$ cat config.mk
export PLATFORM = sky130hd
export DESIGN_NAME = ws2812_rx
export DESIGN_NICKNAME = d
export VERILOG_FILES = /design/src/rtl/ws2812_rx.sv
export SDC_FILE = /design/constraint.sdc
export NUM_CORES = 1
export LEC_CHECK = 0
export BUFFER_PORTS_ARGS = -buffer_cell sky130_fd_sc_hd__buf_2
export CORE_MARGIN = 4
export CORE_UTILIZATION = 53
export CTS_CLUSTER_SIZE = 24
export DETAILED_ROUTE_END_ITERATION = 10
export PLACE_DENSITY = 0.76
export SYNTH_ARGS = -nofsm -noshare
export SYNTH_HDL_FRONTEND = slang
export SYNTH_SLANG_ARGS = --single-unit
$ cat constraint.sdc
create_clock -name clk_in -period 3.3 [get_ports clk_in]
set_clock_uncertainty 0.05 [all_clocks]
set_input_delay 0 -clock clk_in [delete_from_list [all_inputs] [get_ports clk_in]]
set_output_delay 0 -clock clk_in [all_outputs]
set_load 0.005 [all_outputs]
$ cat src/rtl/ws2812_rx.sv
// WS2812 serial receiver: synchronises din_in, decodes pulse widths into bits,
// assembles 24-bit pixels and reports frame ends and protocol errors.
module ws2812_rx #(
    parameter int SYNC_STAGES = 2,
    parameter int PIX_MAX     = 64
) (
    input  logic        clk_in,
    input  logic        rst_n_in,
    input  logic        din_in,
    input  logic [7:0]  thr_in,
    input  logic [15:0] rst_cnt_in,
    output logic        pix_valid_out,
    output logic [23:0] pix_data_out,
    output logic [5:0]  pix_addr_out,
    output logic        frame_done_out,
    output logic        err_out
);

    typedef enum logic [1:0] {S_SYNC, S_IDLE, S_HIGH, S_LOW} state_t;

    localparam logic [5:0] LAST_IDX = 6'(PIX_MAX - 1);

    logic [SYNC_STAGES-1:0] sync_q;
    logic                   d_s;
    logic                   d_q;
    logic                   rise;
    logic                   fall;

    always_ff @(posedge clk_in or negedge rst_n_in) begin
        if (!rst_n_in) begin
            sync_q <= '0;
            d_q    <= 1'b0;
        end else begin
            sync_q <= {sync_q[SYNC_STAGES-2:0], din_in};
            d_q    <= d_s;
        end
    end

    assign d_s  = sync_q[SYNC_STAGES-1];
    assign rise = d_s & ~d_q;
    assign fall = ~d_s & d_q;

    state_t      state_q, state_d;
    logic [15:0] low_cnt_q, low_cnt_d;
    logic [7:0]  high_cnt_q, high_cnt_d;
    logic [4:0]  bit_cnt_q, bit_cnt_d;
    logic [23:0] shift_q, shift_d;
    logic [5:0]  pix_idx_q, pix_idx_d;
    logic        wrapped_q, wrapped_d;
    logic        got_bit_q, got_bit_d;
    logic        pix_valid_d;
    logic [23:0] pix_data_d;
    logic [5:0]  pix_addr_d;
    logic        frame_done_d;
    logic        err_d;

    logic [15:0] low_inc;
    logic [7:0]  high_inc;
    logic [23:0] shift_nxt;

    assign low_inc   = (low_cnt_q == 16'hFFFF) ? low_cnt_q : low_cnt_q + 16'd1;
    assign high_inc  = (high_cnt_q == 8'hFF) ? high_cnt_q : high_cnt_q + 8'd1;
    assign shift_nxt = {shift_q[22:0], (high_cnt_q > thr_in)};

    always_comb begin
        // NOTE: every signal gets its hold value first, so no path can leave one unassigned and infer a latch.
        state_d      = state_q;
        low_cnt_d    = low_cnt_q;
        high_cnt_d   = high_cnt_q;
        bit_cnt_d    = bit_cnt_q;
        shift_d      = shift_q;
        pix_idx_d    = pix_idx_q;
        wrapped_d    = wrapped_q;
        got_bit_d    = got_bit_q;
        pix_valid_d  = 1'b0;
        pix_data_d   = pix_data_out;
        pix_addr_d   = pix_addr_out;
        frame_done_d = 1'b0;
        err_d        = 1'b0;

        case (state_q)
            S_SYNC: begin
                if (d_s) begin
                    low_cnt_d = 16'd0;
                end else begin
                    low_cnt_d = low_inc;
                    if (low_inc >= rst_cnt_in) state_d = S_IDLE;
                end
            end

            S_IDLE: begin
                if (rise) begin
                    high_cnt_d = 8'd1;
                    state_d    = S_HIGH;
                end
            end

            S_HIGH: begin
                if (fall) begin
                    got_bit_d = 1'b1;
                    low_cnt_d = 16'd1;
                    state_d   = S_LOW;
                    if (bit_cnt_q == 5'd23) begin
                        // Last bit of a pixel: present it on the next cycle and move to the next index.
                        pix_valid_d = 1'b1;
                        pix_data_d  = shift_nxt;
                        pix_addr_d  = pix_idx_q;
                        err_d       = wrapped_q;
                        wrapped_d   = (pix_idx_q == LAST_IDX);
                        pix_idx_d   = (pix_idx_q == LAST_IDX) ? 6'd0 : pix_idx_q + 6'd1;
                        bit_cnt_d   = 5'd0;
                        shift_d     = 24'h000000;
                    end else begin
                        shift_d   = shift_nxt;
                        bit_cnt_d = bit_cnt_q + 5'd1;
                    end
                end else if (high_inc == 8'hFF) begin
                    high_cnt_d = high_inc;
                    err_d      = 1'b1;
                    state_d    = S_SYNC;
                    low_cnt_d  = 16'd0;
                    bit_cnt_d  = 5'd0;
                    shift_d    = 24'h000000;
                    pix_idx_d  = 6'd0;
                    wrapped_d  = 1'b0;
                    got_bit_d  = 1'b0;
                end else begin
                    high_cnt_d = high_inc;
                end
            end

            S_LOW: begin
                if (rise) begin
                    high_cnt_d = 8'd1;
                    state_d    = S_HIGH;
                end else begin
                    low_cnt_d = low_inc;
                    if (low_inc >= rst_cnt_in) begin
                        // Reset code: close the frame, flagging any partial pixel.
                        state_d      = S_IDLE;
                        frame_done_d = got_bit_q;
                        err_d        = (bit_cnt_q != 5'd0);
                        bit_cnt_d    = 5'd0;
                        shift_d      = 24'h000000;
                        pix_idx_d    = 6'd0;
                        wrapped_d    = 1'b0;
                        got_bit_d    = 1'b0;
                    end
                end
            end

            default: state_d = S_SYNC;
        endcase
    end

    // NOTE: state registers use non-blocking assignments so every flop samples the pre-edge values.
    always_ff @(posedge clk_in or negedge rst_n_in) begin
        if (!rst_n_in) begin
            state_q        <= S_SYNC;
            low_cnt_q      <= 16'd0;
            high_cnt_q     <= 8'd0;
            bit_cnt_q      <= 5'd0;
            shift_q        <= 24'h000000;
            pix_idx_q      <= 6'd0;
            wrapped_q      <= 1'b0;
            got_bit_q      <= 1'b0;
            pix_valid_out  <= 1'b0;
            pix_data_out   <= 24'h000000;
            pix_addr_out   <= 6'd0;
            frame_done_out <= 1'b0;
            err_out        <= 1'b0;
        end else begin
            state_q        <= state_d;
            low_cnt_q      <= low_cnt_d;
            high_cnt_q     <= high_cnt_d;
            bit_cnt_q      <= bit_cnt_d;
            shift_q        <= shift_d;
            pix_idx_q      <= pix_idx_d;
            wrapped_q      <= wrapped_d;
            got_bit_q      <= got_bit_d;
            pix_valid_out  <= pix_valid_d;
            pix_data_out   <= pix_data_d;
            pix_addr_out   <= pix_addr_d;
            frame_done_out <= frame_done_d;
            err_out        <= err_d;
        end
    end

endmodule
==> metrics <==
outcome=finished with violations; failing checks=negative setup slack; top-count cell post-synth=dfrtp_1; Top Ports=60; global-route wire length before repair=about 19000 µm; Synth async-reset ratio=100%; cell depth of the worst flop-to-flop path=14; crit path kind=reg -> reg; WHS Endpoint=shift_q[0]; Syn Area/Cell=between 10 and 15 µm²; Final Hold Fails=0; worst hold path depth=5; top_reg_cell synth=dfrtp_1; CTS root buf=clkbuf_8; total wire length=12000 µm; Placer Congestion=roughly 0.90; Startpoint Class=flop; Crit. End Element=flop; Netlist cell types=54; Starting Density=between 50 and 60%; PD cells=~500 nW/µm²; final worst-path cycle share=103%; largest net degree at the start of global routing=approximately 50; # rows=36; crit path buf inv count=1; Die Span Y=108 µm; Crit path max-delay family=compound AO/OA/AOI/OAI gates; yosys warns=0; adder-cell share of the synthesized area=under 10%; Vias/cell=around 5.6; worst-path fanout max=6; largest family of logic cells by synthesized area=compound AO/OA/AOI/OAI gates; largest cells by area after synthesis=dfrtp_1, ha_1, mux2_2; post-synthesis simple-gate area fraction=between 10 and 15%; routed length per placed instance=around 16 µm; worst reg2reg setup slack=-90 ps; area of the die=between 10000 and 15000 µm²; fmax=~300 MHz; aggregate global-route resource usage=between 10% and 20%; syn nets=between 500 and 600; worst-skew pair later-pin latency=roughly 370 ps; drt drc=0; initial antenna violation count=0; total gr overflow=0; Worst path max stage delay=approximately 380 ps; crit path from=low_cnt_q[8]; layout cells sized above 1=between 30% and 40%; area delta synth->final=23.2%; TNS Setup=-1600 ps; Pins Over Slew Limit=0; HPWL after detailed placement=around 7900 µm; vias=around 4200; setup violators final=31; Worst-Margin Slew=roughly 700 ps; PnR worst setup slack=-85.6 ps; worst vdd ir=~0.32 mV; 1st-iter DRT viols=262; CTS Buffer Depth=2; Critical Path RT=about 3500 ps; Num CTS Buffers=9; Routed Antenna Nets=0; Yosys top cell by area=dfrtp_1; Max-Cap Viols=0; unrepaired setup endpoints after global routing=true; reg2reg end=shift_q[3]; finished layout cell area=between 6000 and 7000 µm²; Slew headroom=between 50% and 60%; Synth top cells by count=dfrtp_1, nand2_1, inv_1, nor2_1, o21ai_0; n_diodes=0; Final Net Count=~670; Area after DPL=~5900 µm²; vias in the first global route=roughly 4100; share of cell area taken by muxes after synthesis=around 6.9%; Leak=between 3 and 4 nW; TritonCTS Sinks=98; Synth Area in Compound Gates=approximately a fifth; H-tree levels=3; post-synthesis sequential area ratio=45.9%; Worst Hold Slack=approximately 130 ps; Slowest cell on crit path=dfrtp_1; Core Util, Final=between 60% and 70%; Port Buffer Count=59; CTS tree=yes; reg2reg start=low_cnt_q[8]; DRT Pass-1 Iters=6; hold path startpoint=thr_in[0]; Post-synth EDFFs=0; Die Wd=108 µm; Cell Area, Synth=~5300 µm²; critical path arrival=~3600 ps; Yosys reg bits=between 90 and 100; clk slew on worst S/H paths=roughly 100 ps; Core ar.=9770 µm²; critical path, cell by cell=and4_4, nand4_1, o21a_1, and4_4, xor2_1, ha_1, nand4_1, nor2_1, o2111ai_1, o211ai_1, nand2_1, a21o_4, clkbuf_16, o2bb2ai_2; xor/xnor share of the synthesized area=between 1.5 and 2%; Pwr Total=~3.3 mW; Final min period=between 3000 and 4000 ps; post-synth top area share=a little under half; Hold WC Path Type=in -> reg; Mapped Cells=a little over 500
## through the flow
stage,worst slack [ps],std cells
floorplan,39.3,516
global placement,52.0,723
detailed placement,-124,723
CTS,5.81,745
global route,-210,753
finish,-85.6,753
## how the worst max path moves through the flow
stage / to / slack, ps / cells past startpoint
after detailed placement: pix_idx_q[1] / -120 / 15
after CTS: pix_idx_q[1] / 6 / 16
after floorplan: bit_cnt_q[3] / 40 / 16
after global placement: pix_idx_q[3] / 50 / 15
final: shift_q[3] / -90 / 14
after global routing: pix_idx_q[1] / -210 / 16
## layer usage
metal	vias to the layer above	global-route usage [%]	part of all wire (%)
met3	14	3.22	4.1
met5	-	0	0
met4	0	6.22	1.2
li1	2038	-	-
met2	100	34.3	51
met1	2095	25.3	44
## worst reg2reg max path: cells and delay by family (launching register included)
family | cells | cell delay [ps]
AND/OR/NAND/NOR | 6 | 1080
adder cells (fa/ha/maj) | 1 | 290
buffers and inverters | 1 | 180
AO/OA/AOI/OAI | 5 | 1160
XOR/XNOR | 1 | 140
flip-flops | 1 | 380
## kinds of logic after synthesis
| family | after synthesis |
|---|---|
| xor+xnor | 12 |
| fa+ha+maj | 29 |
| buf+inv | 51 |
| compound gates | 134 |
| mux | 33 |
| simple gates | 159 |
| flops | 98 |
## final cells by class
cell class,instances,area (µm²)
Clock buffer,9,124
Clock inverter,7,81.3
Fill cell,756,3190
Inverter,34,128
Multi-Input combinational cell,367,2920
Sequential cell,98,2450
Tap cell,133,166
Timing Repair Buffer,105,711
## power breakdown
part           switching (mW)  internal (mW)  total, mW
clock network           0.443          0.364      0.807
registers               0.100           1.28       1.38
logic                   0.654          0.446       1.10
## flip-flops by register name, summed over array words and instances, names as in the netlist
signal and count:
pix_data_out 24, shift_q 23, low_cnt_q 16, high_cnt_q 8, pix_addr_out 6, pix_idx_q 6
bit_cnt_q 5, state_q 2, sync_q 2, d_q 1, err_out 1, frame_done_out 1
got_bit_q 1, pix_valid_out 1, wrapped_q 1
## timing repair
action,4_1_cts,5_1_grt
endpoints found under the hold margin,49,0
hold buffers,2,0
pin swaps,7,24
cloned,0,3
setup buffers,4,5
endpoints found under the setup margin,30,39
gates resized for setup,8,46
## layout by cell type, fill, tap and decap left out, drive strengths merged, types with 4 or more instances in the layout
cell     instances
buf            101
dfrtp           98
nand2           60
o21ai           38
inv             37
nor2            35
mux2            29
a21oi           29
ha              29
o2bb2ai         24
nand3           20
clkbuf          11
a21o             9
a31oi            8
xnor2            7
nor3             7
and3             7
o31ai            7
nand4            6
a22o             5
xor2             5
nand2b           4
mux2i            4
(Power assumes the default switching activity.)
